$ cat config.mk
export PLATFORM = sky130hd
export DESIGN_NAME = shift_transmitter
export DESIGN_NICKNAME = d
export VERILOG_FILES = /design/src/rtl/transceiver_pkg.sv /design/src/rtl/shift_transmitter.sv
export SDC_FILE = /design/constraint.sdc
export NUM_CORES = 1
export LEC_CHECK = 0
export BUFFER_PORTS_ARGS = -buffer_cell sky130_fd_sc_hd__buf_2
export CAP_MARGIN = 20
export CORE_ASPECT_RATIO = 0.6
export CORE_UTILIZATION = 40
export DETAILED_ROUTE_END_ITERATION = 8
export PLACE_DENSITY_LB_ADDON = 0.05
export SYNTH_ARGS = -nofsm -noshare
export SYNTH_HDL_FRONTEND = slang
export SYNTH_SLANG_ARGS = --single-unit
export TNS_END_PERCENT = 5
$ cat constraint.sdc
create_clock -name i_clk -period 2.4 [get_ports i_clk]
set_clock_uncertainty 0.05 [all_clocks]
set_input_delay 0.12 -clock i_clk [delete_from_list [all_inputs] [get_ports i_clk]]
set_output_delay 0.12 -clock i_clk [all_outputs]
set_load 0.03 [all_outputs]
$ cat src/rtl/transceiver_pkg.sv
// Shared definitions for the TX shift transmitter and the RX shift sampler.
package transceiver_pkg;

    // Frame length in bits; both ends of the link must agree on it.
    localparam int FRAME_W = 80;

    // Level forced onto the first transmitted bit so the receiver can start.
    localparam logic START_BIT = 1'b1;

    typedef enum logic [1:0] {
        IDLE = 2'd0,
        SEND = 2'd1,
        GAP  = 2'd2
    } tx_state_t;

endpackage

$ cat src/rtl/shift_transmitter.sv
// Serialises one frame MSB first (first bit forced high), then holds the line
// low for a guard gap so the receiver can re-arm before the next frame.
module shift_transmitter
    import transceiver_pkg::*;
#(
    parameter int FRAME_W    = transceiver_pkg::FRAME_W,
    parameter int GAP_CYCLES = 8
) (
    input  logic               i_clk,
    input  logic               i_rst,
    input  logic [FRAME_W-1:0] i_frame,
    input  logic               i_frame_valid,
    output logic               o_frame_ready,
    output logic               o_tx,
    output logic               o_busy,
    output logic               o_frame_done,
    output logic [15:0]        o_frames_sent
);

    localparam int CNT_W = $clog2(FRAME_W);
    localparam int GAP_W = 8;
    localparam logic [CNT_W-1:0] BIT_LOAD = CNT_W'(FRAME_W - 1);
    localparam logic [GAP_W-1:0] GAP_LOAD = GAP_W'(GAP_CYCLES - 1);

    tx_state_t          r_state;
    tx_state_t          w_state_next;
    logic [FRAME_W-1:0] r_shreg;
    logic [CNT_W-1:0]   r_bit_cnt;
    logic [GAP_W-1:0]   r_gap_cnt;
    logic [GAP_W-1:0]   w_gap_next;
    logic               r_ready;
    logic               r_busy;
    logic               r_done;
    logic               w_done_next;
    logic [15:0]        r_frames_sent;
    logic               w_accept;
    logic [FRAME_W-1:0] w_frame_load;

    assign w_accept     = (r_state == IDLE) && r_ready && i_frame_valid;
    assign w_frame_load = {START_BIT, i_frame[FRAME_W-2:0]};

    // Next-state decision; transitions fire when the active counter hits zero.
    always_comb begin
        // NOTE: default first so every path assigns and no latch is inferred.
        w_state_next = r_state;
        unique case (r_state)
            IDLE:    if (w_accept)          w_state_next = SEND;
            SEND:    if (r_bit_cnt == '0)   w_state_next = GAP;
            GAP:     if (r_gap_cnt == '0)   w_state_next = IDLE;
            default:                        w_state_next = IDLE;
        endcase
    end

    // Next values for the gap counter and the registered done pulse.
    always_comb begin
        w_gap_next = r_gap_cnt;
        if (r_state == SEND && r_bit_cnt == '0) begin
            w_gap_next = GAP_LOAD;
        end else if (r_state == GAP && r_gap_cnt != '0) begin
            w_gap_next = r_gap_cnt - 1'b1;
        end
        // Done must be visible during the last gap cycle, so it is set one edge early.
        w_done_next = (w_state_next == GAP) && (w_gap_next == '0);
    end

    // State register, shift register, counters and registered outputs.
    always_ff @(posedge i_clk) begin
        // NOTE: non-blocking assignments keep every register updating on the same edge.
        if (i_rst) begin
            r_state       <= IDLE;
            r_shreg       <= '0;
            r_bit_cnt     <= '0;
            r_gap_cnt     <= '0;
            r_ready       <= 1'b1;
            r_busy        <= 1'b0;
            r_done        <= 1'b0;
            r_frames_sent <= '0;
        end else begin
            r_state   <= w_state_next;
            r_gap_cnt <= w_gap_next;
            r_ready   <= (w_state_next == IDLE);
            r_busy    <= (w_state_next != IDLE);
            r_done    <= w_done_next;

            unique case (r_state)
                IDLE: begin
                    if (w_accept) begin
                        r_shreg   <= w_frame_load;
                        r_bit_cnt <= BIT_LOAD;
                    end
                end
                SEND: begin
                    // Zero fill leaves the register clear after the last bit,
                    // which is what keeps the line low in GAP and IDLE.
                    r_shreg <= {r_shreg[FRAME_W-2:0], 1'b0};
                    if (r_bit_cnt != '0) begin
                        r_bit_cnt <= r_bit_cnt - 1'b1;
                    end
                end
                GAP: begin
                    if (r_gap_cnt == '0) begin
                        r_frames_sent <= r_frames_sent + 16'd1;
                    end
                end
                default: ;
            endcase
        end
    end

    assign o_tx          = r_shreg[FRAME_W-1];
    assign o_frame_ready = r_ready;
    assign o_busy        = r_busy;
    assign o_frame_done  = r_done;
    assign o_frames_sent = r_frames_sent;

endmodule

## Word level (Yosys, flattened, before mapping)

Index checks and enable logic that the tools add are counted.

| storage, ports and cells | value |
|---|---|
| flip-flop bits (word level) | 116 |
| input port bits | 83 |
| output and inout bits | 20 |
| word-level logic and storage cells | 44 |

| cells by class | value |
|---|---|
| add/subtract/negate cells | 3 |
| reduce and logical (&&, ||, !) cells | 17 |
| muxes and demuxes | 11 |
| equality and inequality tests | 5 |

Operators by type and width:

| operator | number |
|---|---|
| 80-bit case mux with 2 select lines | 1 |
| 80-bit two-way mux | 1 |
| 16-bit by 1-bit adder with 16-bit output (second input constant) | 1 |
| 8-bit zero test | 2 |
| 8-bit two-way mux | 2 |
| 7-bit two-way mux | 2 |
| 7-bit case mux with 2 select lines | 1 |
| 8-bit nonzero test | 1 |
| 8-bit by 1-bit subtractor with 8-bit output (second input constant) | 1 |
| 7-bit zero test | 1 |
| 7-bit nonzero test | 1 |
| 7-bit by 1-bit subtractor with 7-bit output (second input constant) | 1 |
| 2-bit two-way mux | 3 |
| 2-bit case mux with 3 select lines | 1 |
| 1-bit logical AND | 5 |
| 2-bit equality test (second input constant) | 2 |
| 2-bit zero test | 2 |
| 2-bit AND reduction | 2 |
| 2-bit nonzero test | 2 |
| 3-bit AND reduction | 1 |
| 2-bit by 1-bit equality test with 1-bit output (second input constant) | 1 |
| 2-bit by 1-bit != test with 1-bit output (second input constant) | 1 |
| 2-bit != test (second input constant) | 1 |

## Longest topological paths before layout

Gate-level depths: netlist (run 1).

| depth | value |
|---|---|
| depth after elaboration | 7 |
| gate-level depth with buffers | 8 |
| mapped depth without buffers | 6 |

## Least setup slack after synthesis (run 1)

OpenSTA, ideal clock, no wires.

| timing path | value |
|---|---|
| path kind | register -> register |
| start | register r_gap_cnt[0] |
| end | register r_frames_sent[15] (netlist: o_frames_sent[15]) |
| setup time | 0.121 ns |
| data arrival time | 1.770 ns |
| clock period less this slack | 1.941 ns |
| buffers on the path | 1 |
| data required time | 2.229 ns |
| setup slack | 0.459 ns |
| cell stages (with the launch flop) | 8 |
| cell sequence | dfxtp_1 -> inv_1 -> ha_1 -> nor4b_4 -> nand4_1 -> buf_2 -> nor4_1 -> mux2_2 |

| between the ends | value |
|---|---|
| longest elaborated chain between the ends | 2 |

RTL lines:

| element | RTL line | RTL |
|---|---|---|
| start: declaration | shift_transmitter.sv:29 | `logic [GAP_W-1:0] r_gap_cnt;` |
| start signal: assignment | shift_transmitter.sv:80 | `r_gap_cnt <= w_gap_next;` |
| 8-bit zero test | shift_transmitter.sv:101 | `if (r_gap_cnt == '0) begin` |
| 2-bit AND reduction (no source line) | n/a |  |
| end signal: assignment | shift_transmitter.sv:102 | `r_frames_sent <= r_frames_sent + 16'd1;` |
| end: declaration | shift_transmitter.sv:35 | `logic [15:0] r_frames_sent;` |

No other way between the ends.
A chain may end at the register's enable or synchronous reset.

## Final worst setup path (run 1)

| timing path | value |
|---|---|
| start | register r_gap_cnt[0] |
| end | register r_frames_sent[12] (netlist: o_frames_sent[12]) |

Same word-level chain as after synthesis.

==> run summary, run 1 <==
Most common cell in the netlist -> nand2_1
Syn nets -> 734
Layout Area Growth over Synthesis -> 39.1%
Reg2reg end -> o_frames_sent[12]
Grt met2 use -> 32.4%
Syn avg cell area -> 8.02 µm²
Top_reg_cell synth -> dfxtp_1
Slew Limit Fails -> 0
Sequential fraction of the synthesis area -> 44.8%
Top cell type by total area after synthesis -> dfxtp_1
Vias/cell -> 5.27
Largest net degree at the start of global routing -> 111
Status -> finished, final reports clean
Post-synth EDFFs -> 0
Area contributors post-synth -> dfxtp_1 (45%), a311oi_1 (14%), nand2_1 (12%), nor2_1 (6.6%), clkbuf_1 (3.2%)
Ys Warns -> 0
Peak Freq -> 460 MHz
Placeable Area -> 0.0123 mm²
Worst-path fanout max -> 9
Critical Path Max Stage Delay -> 460 ps
Post-CTS Setup Inserts -> 0
CP endpoint kind -> flop
VDD IR max -> 0.556 mV
Post-Layout Cell Count -> 982
Worst slew pin tran -> 746 ps
Starting Density -> 42.1%
Top Ports -> 103
# clock sinks -> 116
Bufs on Longest Clock Path -> 2
Vias in the first global route -> 4879
Die X -> 149 µm
Syn Std Cell Area -> 0.00519 mm²
Buffers on Ports -> 101
Seq cells post-synth -> 116
R2R depth -> 6
Die Ht -> 90.2 µm
Tightest Hold Check Type -> in -> reg
Syn Inst Count -> 647
Clk Latency, worst-skew pair -> 400 ps
Row Count -> 31
Slew margin rel. -> 50.3%
P_leak -> 2.94 nW
WP data required -> 2680 ps
Antenna violations before repair -> 0
First-pass GRT wire length -> 22.8 mm
Hold Crit Start -> i_rst
Drt drc -> 0
Min Tclk post-route -> 2180 ps
Post-synth ARST share -> 0%
Diode count -> 0
Reg clk slew, reported paths -> 50 ps
CTS Buf Count -> 17
Top cells by instance count after synthesis -> nand2_1 (160), dfxtp_1 (116), nor2_1 (91), a311oi_1 (80), clkbuf_1 (44)
Placed Cells incl. Taps -> 873
Total power -> 6.04 mW
Unrepaired setup endpoints after global routing -> false
Post-synth top area share -> 44.8%
Remaining global-route overflow -> 0
Hold Worst Slack -> 132 ps
WL/cell -> 13.9 µm
Total of max-cap violations -> 0
Cell variety after synth -> 47
CP Class -> reg -> reg
DR pass1 iterations -> 5
Layout cells sized above 1 -> 18.8%
Root Driver -> clkbuf_16
Hold path cells -> 2
M1 GR Usage -> 28.9%
Final ANT Viol Nets -> 0
Final instance area -> 0.00722 mm²
Worst hold endpoint -> o_frames_sent[6]
Final setup viols -> 0
FF-to-FF Start -> r_gap_cnt[0]
Initial DRC count -> 271
CTS tree -> built
Setup_tns -> 0 ps
CP max stage cell -> or3_1
GRT Util Overall -> 20.9%
GR met3 Demand/Resource -> 3.96%
Post-cts resize count -> 0
Hpwl dp -> 8.06 mm
Grt peak-use layer -> met2
Gpl congestion -> 0.881
Total Die Area -> 0.0134 mm²
Drt total wl -> 13.7 mm
Routed vias -> 5174
Final hold vios -> 0
Crit start category -> flop
Arrival time worst endpoint -> 2460 ps
Placed Instance Area -> 0.00586 mm²
Pwr/cell area -> 836 mW/mm²
Fin crit share -> 90.7%
H-tree depth -> 4
R2R setup slack -> 220 ps
Hold Buf Count CTS -> 79
Crit path cell chain -> inv_1 -> ha_1 -> nor4b_4 -> nand4_1 -> or3_1 -> a21oi_1
Final net count -> 893
## report_power, final
| part | leakage (nW) | internal (mW) | switching, mW | total, mW |
|---|---|---|---|---|
| combinational | 1.70 | 0.529 | 0.705 | 1.23 |
| clock | 0.284 | 1.56 | 0.863 | 2.42 |
| sequential | 0.953 | 2.21 | 0.174 | 2.38 |
| total | 2.94 | 4.29 | 1.74 | 6.04 |
## final cells by class
type / instances / area (µm²)
fill: 1101 / 5120
timing repair buffer: 193 / 1450
sequential: 116 / 2320
clock buffer: 19 / 453
inverter: 9 / 33.8
multi-input combinational: 469 / 2640
clock inverter: 11 / 111
tap: 165 / 206
## through the flow
step | util [%] | worst slack, ps
final | 58.5 | 224
after global placement | 47.5 | 347
after CTS | 58.5 | 254
after detailed placement | 47.5 | 268
after global routing | 58.5 | 110
after floorplan | - | 459
## cells by family after synthesis
kind of cell,synth area share [%]
flops,44.8
compound gates,19.1
xor+xnor,1.86
mux,1.04
buf+inv,4.68
simple gates,27.6
fa+ha+maj,0.965
## worst max path at each step
stage / from / to
floorplan: r_gap_cnt[0] / o_frames_sent[15]
global placement: r_gap_cnt[0] / o_frames_sent[8]
detailed placement: r_gap_cnt[0] / o_frames_sent[12]
CTS: r_gap_cnt[0] / o_frames_sent[12]
global route: r_gap_cnt[0] / o_frames_sent[10]
finish: r_gap_cnt[0] / o_frames_sent[12]
## layer usage
metal,vias to the layer above,wire length (µm)
met2,145,5920
met3,11,721
li1,2632,-
met5,-,0
met4,0,116
met1,2386,6920
## registers in the layout (all words and copies together), names as in the netlist
signal,cells
r_shreg,80
o_frame_done,1
r_gap_cnt,8
o_busy,1
r_state,2
o_frames_sent,16
o_frame_ready,1
r_bit_cnt,7
## worst max-delay path, delay by kind of cell, from the launching register on
kind	cells	cell delay, ps
adders and majority gates	1	190
AOI/OAI and AO/OA	1	150
and+or+nand+nor	3	1240
buffers and inverters	1	100
DFF	1	360
## placed cells by master, fill, tap and decap left out, types with 3 or more instances in the layout
master,instances
a211oi_1,4
a21oi_1,19
a311oi_1,80
and3_1,4
buf_12,4
buf_2,100
buf_4,10
clkbuf_16,17
clkinv_2,7
dfxtp_1,116
dlygate4sd3_1,79
ha_1,4
inv_1,9
mux2_2,3
nand2_1,160
nand3_1,5
nand4_1,11
nor2_1,91
nor2b_1,5
nor3_1,13
o21ai_0,6
o31ai_1,6
or3_1,6
or4_1,5
xnor2_1,3
xor2_1,8
No activity file was read; power rests on OpenSTA's default activity.
==> run 2, diff against run 1 <==
- CORE_MARGIN: default -> 3
- PLACE_DENSITY: default -> 0.58
- PLACE_DENSITY_LB_ADDON: 0.05 -> default
==> run 2 against run 1 <==
Critical path depth stayed put; combinational power is essentially flat; register-to-register slack about the same; wire length is 1.4% higher; sequential power hardly changed.
==> run summary, run 2 (synthesis results as in run 1) <==
Buffers on Ports -> 101
Hold path cells -> 2
Post-CTS Setup Inserts -> 0
Fin crit share -> 90.8%
Unrepaired setup endpoints after global routing -> false
Die Ht -> 94.2 µm
P_leak -> 2.93 nW
Clk Latency, worst-skew pair -> 400 ps
Final setup margin -> 221 ps
Max reg flops -> 80
Grt met2 use -> 29.4%
Slew margin rel. -> 41.3%
Starting Density -> 41.9%
DR pass1 iterations -> 5
Levels on crit path -> 6
Worst-path fanout max -> 5
Peak Freq -> 459 MHz
Layout Area Growth over Synthesis -> 39.0%
Total Die Area -> 0.0144 mm²
Final net count -> 890
Antenna violations before repair -> 0
# clock sinks -> 116
Grt peak-use layer -> met2
Diode count -> 0
CP Class -> reg -> reg
CP bufs+invs -> 1
Final ANT Viol Nets -> 0
Status -> finished, final reports clean
CP endpoint kind -> flop
Bufs on Longest Clock Path -> 2
Root Driver -> clkbuf_16
Min Tclk post-route -> 2180 ps
Total of max-cap violations -> 0
Die X -> 153 µm
Final setup viols -> 0
Drt total wl -> 13.9 mm
Hold Buf Count CTS -> 79
Reg clk slew, reported paths -> 60 ps
Worst slew pin tran -> 880 ps
Top Ports -> 103
WL/cell -> 14.1 µm
Vias in the first global route -> 4915
GRT Util Overall -> 19.3%
Gpl congestion -> 0.796
Drt drc -> 0
Remaining global-route overflow -> 0
Hpwl dp -> 8.29 mm
M1 GR Usage -> 26.7%
Top delay family on crit path -> simple AND/OR/NAND/NOR gates
Largest net degree at the start of global routing -> 90
Fill count -> 1110
Initial DRC count -> 287
Post-cts resize count -> 0
CTS tree -> built
Most frequent cells in the layout -> nand2_1 (160), dfxtp_1 (116), buf_2 (100)
GR met3 Demand/Resource -> 4.97%
First-pass GRT wire length -> 23.1 mm
CTS Buf Count -> 17
Setup_tns -> 0 ps
R2R depth -> 6
Placeable Area -> 0.0124 mm²
H-tree depth -> 4
Row Count -> 31
Slew Limit Fails -> 0
WP data required -> 2650 ps
Commonest non-fill, non-tap cell in the layout -> nand2_1
Tightest Hold Check Type -> in -> reg
Crit start category -> flop
Vias/cell -> 5.25
Top reg by flops -> r_shreg
Critical Path Max Stage Delay -> 600 ps
CP max stage cell -> nor4b_1
Routed vias -> 5154
Layout cells sized above 1 -> 18.5%
Arrival time worst endpoint -> 2430 ps
Post-placement setup slack -> 307 ps
Crit path cell chain -> inv_1 -> ha_1 -> nor4b_1 -> a21boi_0 -> mux2_2 -> nor4bb_1
Pwr/cell area -> 836 mW/mm²
Final hold vios -> 0
VDD IR max -> 0.397 mV
-- run 2: changes by cell type in the layout (fill, tap and decap cells not counted) --
cell        change
nand3_2         +1
bufinv_16       -1
clkinvlp_4      +1
nand3_4         -1
buf_12          +1
clkbuf_8        +3
clkbuf_1        +2
clkinv_2        -3
buf_4           -4
-- run 2: per-stage QoR --
| stage | cells | util [%] | power [mW] | hold WS, ps | area (µm²) |
|---|---|---|---|---|---|
| after detailed placement | 870 | 47.2 | 3.53 | 343 | 5840 |
| final | 981 | 58.3 | 6.03 | 63.7 | 7210 |
| after floorplan | 647 | - | 3.20 | 229 | 5190 |
| after CTS | 981 | 58.3 | 6.08 | 54.8 | 7210 |
| after global placement | 870 | 47.2 | 3.50 | 339 | 5840 |
| after global routing | 981 | 58.3 | 6.36 | 83.8 | 7210 |
-- run 2: power breakdown --
group / total [mW] / internal [mW] / switching, mW
registers: 2.39 / 2.21 / 0.178
clock network: 2.42 / 1.56 / 0.861
logic: 1.23 / 0.526 / 0.700
-- run 2: routing by layer --
metal	vias up	share of wire, %
met4	0	0.98
li1	2628	-
met5	-	0
met3	11	5.4
met1	2362	51
met2	153	43
-- run 2: area by class of cell --
class                   instances  area, µm²  share of cell area, %
clock inverters                 8       73.8                   1.02
multi-input cells             469       2640                   36.6
flip-flops and latches        116       2320                   32.2
repair buffers                190       1440                   19.9
clock buffers                  24        502                   6.96
well taps                     165        206                   2.86
inverters                       9       33.8                  0.469
-- run 2: path summary, 6_finish.rpt --
path	start	to	slack, ps
setup reg to reg	r_bit_cnt[0]	o_frame_done	220
setup / recovery	r_bit_cnt[0]	o_frame_done	220
hold reg to reg	r_shreg[74]	r_shreg[74]	430
hold / removal	i_rst	o_frames_sent[6]	60
